### config.mk
export PLATFORM = sky130hd
export DESIGN_NAME = meter_ctrl
export DESIGN_NICKNAME = d
export VERILOG_FILES = /design/src/rtl/meter_pkg.sv /design/src/rtl/bin2bcd_seq.sv /design/src/rtl/meter_ctrl.sv
export SDC_FILE = /design/constraint.sdc
export NUM_CORES = 1
export LEC_CHECK = 0
export CORE_MARGIN = 5
export CORE_UTILIZATION = 35
export DETAILED_ROUTE_END_ITERATION = 8
export GPL_TIMING_DRIVEN = 0
export SETUP_SLACK_MARGIN = 0.2
export SLEW_MARGIN = 30
export SYNTH_ARGS = -nofsm -noshare
export SYNTH_HDL_FRONTEND = slang
export SYNTH_SLANG_ARGS = --single-unit
### constraint.sdc
create_clock -name clk -period 10.2 [get_ports clk]
set_clock_uncertainty 0.2 [all_clocks]
set_input_delay 2.04 -clock clk [delete_from_list [all_inputs] [get_ports clk]]
set_output_delay 2.04 -clock clk [all_outputs]
set_load 0.01 [all_outputs]
### src/rtl/meter_pkg.sv
// Shared constants, request indices and BCD converter state encoding
// for the parking-meter time register controller.
package meter_pkg;

    localparam int unsigned ADD10     = 10;
    localparam int unsigned ADD180    = 180;
    localparam int unsigned ADD200    = 200;
    localparam int unsigned ADD550    = 550;
    localparam int unsigned PRESET_LO = 10;
    localparam int unsigned PRESET_HI = 205;

    // Request indices; a higher index means a higher arbitration priority.
    localparam int unsigned REQ_ADD10    = 0;
    localparam int unsigned REQ_ADD180   = 1;
    localparam int unsigned REQ_ADD200   = 2;
    localparam int unsigned REQ_ADD550   = 3;
    localparam int unsigned REQ_TICK     = 4;
    localparam int unsigned REQ_RESET10  = 5;
    localparam int unsigned REQ_RESET205 = 6;
    localparam int unsigned NREQ         = 7;

    typedef enum logic [1:0] {
        BCD_IDLE,
        BCD_LOAD,
        BCD_SHIFT,
        BCD_DONE
    } bcd_state_e;

    // Double-dabble correction: add 3 to every BCD digit that is 5 or more.
    function automatic logic [15:0] bcd_adjust(input logic [15:0] d);
        logic [15:0] r;
        r = d;
        for (int unsigned k = 0; k < 4; k++) begin
            if (r[4*k +: 4] >= 4'd5) begin
                r[4*k +: 4] = r[4*k +: 4] + 4'd3;
            end
        end
        return r;
    endfunction

endpackage

### src/rtl/bin2bcd_seq.sv
// Sequential double-dabble converter: CW-bit binary to 4-digit BCD.
// One iteration per clock; bcd_o is only written in DONE, so it never
// exposes a partial result.
module bin2bcd_seq
    import meter_pkg::*;
#(
    parameter int unsigned CW = 14
) (
    input  logic          clk,
    input  logic          rst_n,
    input  logic          start_i,
    input  logic [CW-1:0] bin_i,
    output logic          busy_o,
    output logic          done_o,
    output logic [15:0]   bcd_o
);

    localparam int unsigned IW = $clog2(CW + 1);

    bcd_state_e    state_q, state_d;
    logic [CW-1:0] bin_q, bin_d;
    logic [15:0]   work_q, work_d;
    logic [15:0]   bcd_q, bcd_d;
    logic [IW-1:0] iter_q, iter_d;

    // State register
    always_ff @(posedge clk or negedge rst_n) begin
        if (!rst_n) begin
            state_q <= BCD_IDLE;
        end else begin
            state_q <= state_d;
        end
    end

    // Next-state logic
    always_comb begin
        state_d = state_q;
        unique case (state_q)
            BCD_IDLE:  if (start_i) state_d = BCD_LOAD;
            BCD_LOAD:  state_d = BCD_SHIFT;
            BCD_SHIFT: if (iter_q == IW'(CW - 1)) state_d = BCD_DONE;
            BCD_DONE:  state_d = BCD_IDLE;
            default:   state_d = BCD_IDLE;
        endcase
    end

    // Handshake outputs
    always_comb begin
        busy_o = (state_q != BCD_IDLE);
        done_o = (state_q == BCD_DONE);
    end

    // Datapath next values: snapshot, initialise, iterate, publish
    always_comb begin
        bin_d  = bin_q;
        work_d = work_q;
        iter_d = iter_q;
        bcd_d  = bcd_q;
        unique case (state_q)
            BCD_IDLE: if (start_i) bin_d = bin_i;
            BCD_LOAD: begin
                work_d = '0;
                iter_d = '0;
            end
            BCD_SHIFT: begin
                {work_d, bin_d} = {bcd_adjust(work_q), bin_q} << 1;
                iter_d          = iter_q + IW'(1);
            end
            BCD_DONE: bcd_d = work_q;
            default: ;
        endcase
    end

    // Datapath registers
    always_ff @(posedge clk or negedge rst_n) begin
        if (!rst_n) begin
            bin_q  <= '0;
            work_q <= '0;
            iter_q <= '0;
            bcd_q  <= '0;
        end else begin
            bin_q  <= bin_d;
            work_q <= work_d;
            iter_q <= iter_d;
            bcd_q  <= bcd_d;
        end
    end

    assign bcd_o = bcd_q;

endmodule

### src/rtl/meter_ctrl.sv
// Parking-meter time register: fixed-priority arbitration of button adds,
// presets and the 1 Hz tick onto a saturating binary count, plus status
// flags and a background BCD conversion for the display.
module meter_ctrl
    import meter_pkg::*;
#(
    parameter int unsigned CW        = 14,
    parameter int unsigned MAX_COUNT = 9999,
    parameter int unsigned FLASH_TH  = 200
) (
    input  logic          clk,
    input  logic          rst_n,
    input  logic          sec_tick,
    input  logic          add10,
    input  logic          add180,
    input  logic          add200,
    input  logic          add550,
    input  logic          reset10,
    input  logic          reset205,
    output logic [CW-1:0] count,
    output logic [15:0]   bcd,
    output logic          bcd_valid,
    output logic          flash,
    output logic          expired,
    output logic [6:0]    grant,
    output logic          drop_err
);

    logic [NREQ-1:0] req, cand, gnt_d;
    logic [NREQ-1:0] pend_q, pend_d;
    logic [NREQ-1:0] grant_q;
    logic [CW-1:0]   count_q, count_d;
    logic [CW-1:0]   add_val;
    logic [CW:0]     sum;
    logic            drop_q, drop_d;
    logic            flash_q, flash_d;
    logic            expired_q, expired_d;
    logic            dirty_q, dirty_d;
    logic            bcd_valid_q, bcd_valid_d;
    logic            count_chg, is_preset;
    logic            conv_start, conv_busy, conv_done;
    logic [15:0]     conv_bcd;

    // Gather request inputs into the priority-indexed vector
    always_comb begin
        req                = '0;
        req[REQ_RESET205]  = reset205;
        req[REQ_RESET10]   = reset10;
        req[REQ_TICK]      = sec_tick;
        req[REQ_ADD550]    = add550;
        req[REQ_ADD200]    = add200;
        req[REQ_ADD180]    = add180;
        req[REQ_ADD10]     = add10;
    end

    // Fixed-priority grant over pending and newly raised requests
    always_comb begin
        cand  = pend_q | req;
        gnt_d = '0;
        for (int unsigned i = 0; i < NREQ; i++) begin
            if (cand[i]) begin
                gnt_d    = '0;
                gnt_d[i] = 1'b1;
            end
        end
        is_preset = gnt_d[REQ_RESET205] | gnt_d[REQ_RESET10];
    end

    // Apply the granted request to the count (adds saturate at MAX_COUNT)
    always_comb begin
        count_d = count_q;
        add_val = '0;
        sum     = '0;
        if (gnt_d[REQ_RESET205]) begin
            count_d = CW'(PRESET_HI);
        end else if (gnt_d[REQ_RESET10]) begin
            count_d = CW'(PRESET_LO);
        end else if (gnt_d[REQ_TICK]) begin
            count_d = (count_q != '0) ? count_q - CW'(1) : '0;
        end else if (gnt_d != '0) begin
            if (gnt_d[REQ_ADD550]) add_val = CW'(ADD550);
            if (gnt_d[REQ_ADD200]) add_val = CW'(ADD200);
            if (gnt_d[REQ_ADD180]) add_val = CW'(ADD180);
            if (gnt_d[REQ_ADD10])  add_val = CW'(ADD10);
            sum     = {1'b0, count_q} + {1'b0, add_val};
            count_d = (sum > (CW+1)'(MAX_COUNT)) ? CW'(MAX_COUNT) : sum[CW-1:0];
        end
    end

    // Pending bookkeeping; a preset flushes everything and swallows
    // same-edge requests without flagging them as dropped
    always_comb begin
        if (is_preset) begin
            pend_d = '0;
            drop_d = drop_q;
        end else begin
            pend_d = cand & ~gnt_d;
            drop_d = drop_q | (|(req & pend_q & ~gnt_d));
        end
    end

    // Status flags and BCD bookkeeping derived from the next count
    always_comb begin
        count_chg  = (count_d != count_q);
        flash_d    = (count_d < CW'(FLASH_TH));
        expired_d  = (count_d == '0);
        conv_start = dirty_q & ~conv_busy;
        // A change on the snapshot edge must keep dirty set, since the
        // converter captured the old count.
        dirty_d    = count_chg | (dirty_q & ~conv_start);
        bcd_valid_d = bcd_valid_q;
        if (count_chg) begin
            bcd_valid_d = 1'b0;
        end else if (conv_done) begin
            bcd_valid_d = ~dirty_q;
        end
    end

    // Controller registers
    always_ff @(posedge clk or negedge rst_n) begin
        if (!rst_n) begin
            count_q     <= '0;
            pend_q      <= '0;
            grant_q     <= '0;
            drop_q      <= 1'b0;
            flash_q     <= 1'b1;
            expired_q   <= 1'b1;
            dirty_q     <= 1'b0;
            bcd_valid_q <= 1'b1;
        end else begin
            count_q     <= count_d;
            pend_q      <= pend_d;
            grant_q     <= gnt_d;
            drop_q      <= drop_d;
            flash_q     <= flash_d;
            expired_q   <= expired_d;
            dirty_q     <= dirty_d;
            bcd_valid_q <= bcd_valid_d;
        end
    end

    bin2bcd_seq #(
        .CW(CW)
    ) u_bin2bcd (
        .clk     (clk),
        .rst_n   (rst_n),
        .start_i (conv_start),
        .bin_i   (count_q),
        .busy_o  (conv_busy),
        .done_o  (conv_done),
        .bcd_o   (conv_bcd)
    );

    assign count     = count_q;
    assign bcd       = conv_bcd;
    assign bcd_valid = bcd_valid_q;
    assign flash     = flash_q;
    assign expired   = expired_q;
    assign grant     = grant_q;
    assign drop_err  = drop_q;

endmodule

==> impl_metrics.toml <==
[timing]
finalCritPeriodShare_pct = 76.79
fin_crit_ns = 7.833
tns_ns = 0
final-max-slew-violation-count = 0
tightest_slew_ns = 0.9081
setup_ws_ns = 2.367
setup_viol = 0
slew-limit-headroom_pct = 38.96
final_hold_viol_count = 0
fmax_mhz = 127.7
rsz0062_at_grt = "no"

[global_route]
grt_pass1_wl_um = 30950
met2_usage_pct = 32.49
grt_max_degree = 50
grt.busiest_layer = "met2"
grt_use_met1_pct = 26.14
grtUsageMet3_pct = 4.082
antenna_found_initial = 0
overflow = 0
grt_pass1_vias = 5587
grt.total_usage_pct = 19.87

[cells_and_area]
fin_util_pct = 42.14
area_growth_pct = 18.63
nFillCells = 1635
fin_nets = 767
layout_commonest_cell = "dfrtp_1"
layout_common_cells = "dfrtp_1 (81), nand2_1 (57), o21ai_0 (53)"
diodes = 0
layout-drive-gt1-share_pct = 11.64

[floorplan]
coreArea_um2 = 16520
num_rows = 47
die_h_um = 139.5
pin_count = 50
dieArea_um2 = 19460
die_w_um = 139.5
start_util_pct = 35.52

[clock_tree]
root_buffer = "clkbuf_16"
clock_path_buffers = 2
cts_resized = 0
cts_tree = "built"
insertion_delay_ns = 0.35
path_clk_slew_ns = 0.06
cts_sinks = 84
cts_max_level = 3
cts-hold-fix-buffers = 0
numCtsBuffers = 9
cts_setup_buffers = 0

[critical_path]
cp-startpoint = "reset205"
crit_chain = "clkdlybuf4s50_1 -> nor3_1 -> clkbuf_1 -> nand2_1 -> or2_2 -> o21ai_0 -> ha_1 -> a211oi_1 -> o21ai_0 -> xor2_1 -> a21o_1 -> a31o_2 -> a21oi_2 -> mux2_2 -> o41ai_1 -> and3_1"
path_class = "input port to register"
r2r_start = "pend_q[5]$_DFF_PN0_"
cpMostUsedCell = "o21ai_0"
max_stage_delay_ns = 0.59
required_ns = 10.29
crit_fanout = 10
cp-start-kind = "input port"
slowest_stage = "a211oi_1"
cp-end-kind = "register"
crit_arrival_ns = 7.92

[routing]
vias = 5672
wirelength_um = 19440
drc_errors = 0
drtPass1Iterations = 5
drt_iter0_drc = 405
via_per_inst = 5.914
wl_per_cell_um = 20.27
drt.antenna.violating_nets = 0

[hold_path]
min_path_type = "register to register"
hp-start = "u_bin2bcd.bin_q[13]$_DFFE_PN0P_"

[logic_synthesis]
yosysTopAreaCell = "dfrtp_1"
ys_seq_elements = 84
synth_edf_count = 0
synth_area_per_cell_um2 = 8.721
yosysUniqueCellTypes = 80
yosys_warnings = 0
yosysTopAreaCellShare_pct = 34.53
synth_cells = 673
yosysSeqAreaShare_pct = 35.88
synth_flop_cell = "dfrtp_1"
synth_area_leaders = "dfrtp_1 (35%), ha_1 (4.7%), o21ai_0 (4.5%)"
synthArstFlopShare_pct = 100.0
syn_area_um2 = 5869

[pwr]
power_density_nw_per_um2 = 134.5
totalPowerFinal_w = 0.0009365
leakage_nw = 2.949
vdd_drop_max_mv = 0.08677

[place]
gp_congestion = 1.026
numPortBuffers = 49
pre_cts_ws_ns = 2.161
hpwl_um = 14820

[run]
cap_violations = 0

[run_status]
status = "complete, no violations"
[sequential cells by signal, summed over array words and instances (netlist names)]
register	flops
drop_err	1
u_bin2bcd.bcd_o	16
dirty_q	1
u_bin2bcd.state_q	2
expired	1
pend_q	6
u_bin2bcd.bin_q	14
bcd_valid	1
u_bin2bcd.work_q	16
grant	7
flash	1
u_bin2bcd.iter_q	4
count	14
[through the flow]
step	instances	cell area, um2	hold WS (ns)
global placement	943	6639	0.2615
CTS	959	6958	0.2862
global route	959	6963	0.3142
finish	959	6963	0.2847
detailed placement	944	6668	0.2701
floorplan	674	5873	0.2483
[layer usage]
layer	vias up	wire [um]	share of wire, %
met5	-	0	0
met4	0	538	2.8
met3	42	1193	6.1
met2	217	9275	48
met1	2812	8431	43
li1	2601	-	-
[Yosys cell counts, drive strengths merged (4+ instances only)]
cell,n
o22ai,14
clkbuf,25
nand4,7
or2,8
dfrtp,81
o21a,7
a22oi,5
a32oi,4
mux2i,17
ha,22
mux2,20
or3,13
nor2,50
o21ai,53
o211ai,9
a21oi,46
nand3,26
nor3,23
o32ai,4
a31oi,10
buf,15
nand2,57
a21o,6
a211oi,7
inv,37
nand2b,6
o41ai,4
xor2,7
nor4,9
xnor2,14
and3,6
[power breakdown]
part           internal, W  total, W  switching [W]
Sequential        0.000369  0.000396      0.0000277
Clock             0.000189  0.000327       0.000138
Combinational     0.000102  0.000213       0.000111
Total             0.000659  0.000936       0.000277
[final timing paths]
| kind | cells after the start | slack [ns] | end |
|---|---|---|---|
| setup / recovery | 16 | 2.37 | bcd_valid$_DFFE_PN1P_ |
| hold / removal | 2 | 0.28 | u_bin2bcd.bin_q[13]$_DFFE_PN0P_ |
| setup reg to reg | 15 | 4.26 | bcd_valid$_DFFE_PN1P_ |
| hold reg to reg | 2 | 0.28 | u_bin2bcd.bin_q[13]$_DFFE_PN0P_ |
| max in group asynchronous | 2 | 7.80 | expired$_DFF_PN1_ |
| min in group asynchronous | 1 | 1.39 | u_bin2bcd.work_q[11]$_DFFE_PN0P_ |
[logic make-up (layout without fill, tap and decap cells)]
kind of cell / count (synthesis) / count (layout) / share of synthesized area, %
AND/OR/NAND/NOR: 222 / 222 / 19.38
AO/OA/AOI/OAI: 208 / 208 / 23.98
flip-flops: 84 / 84 / 35.88
buffers and inverters: 77 / 142 / 5.479
multiplexers: 37 / 37 / 6.736
adder cells (fa/ha/maj): 23 / 23 / 5.031
XOR/XNOR: 21 / 21 / 3.454
other: 1 / 2 / 0.06389
[final cells by class]
class | count | area [um2] | area share (%)
buffer | 40 | 182.7 | 2.624
clock buffer | 9 | 225.2 | 3.235
clock inverter | 6 | 65.06 | 0.9344
inverter | 37 | 138.9 | 1.995
multi-input combinational | 513 | 3451 | 49.56
sequential | 84 | 2106 | 30.24
tap | 220 | 275.3 | 3.953
timing repair buffer | 50 | 519.2 | 7.457
[worst max-delay path: cells and delay by family]
family | cells | cell delay [ns]
simple gates | 4 | 1.44
fa+ha+maj | 1 | 0.32
mux | 1 | 0.41
buf+inv | 2 | 1.06
compound gates | 7 | 2.39
xor+xnor | 1 | 0.25
Power figures use the tool's default switching activity.
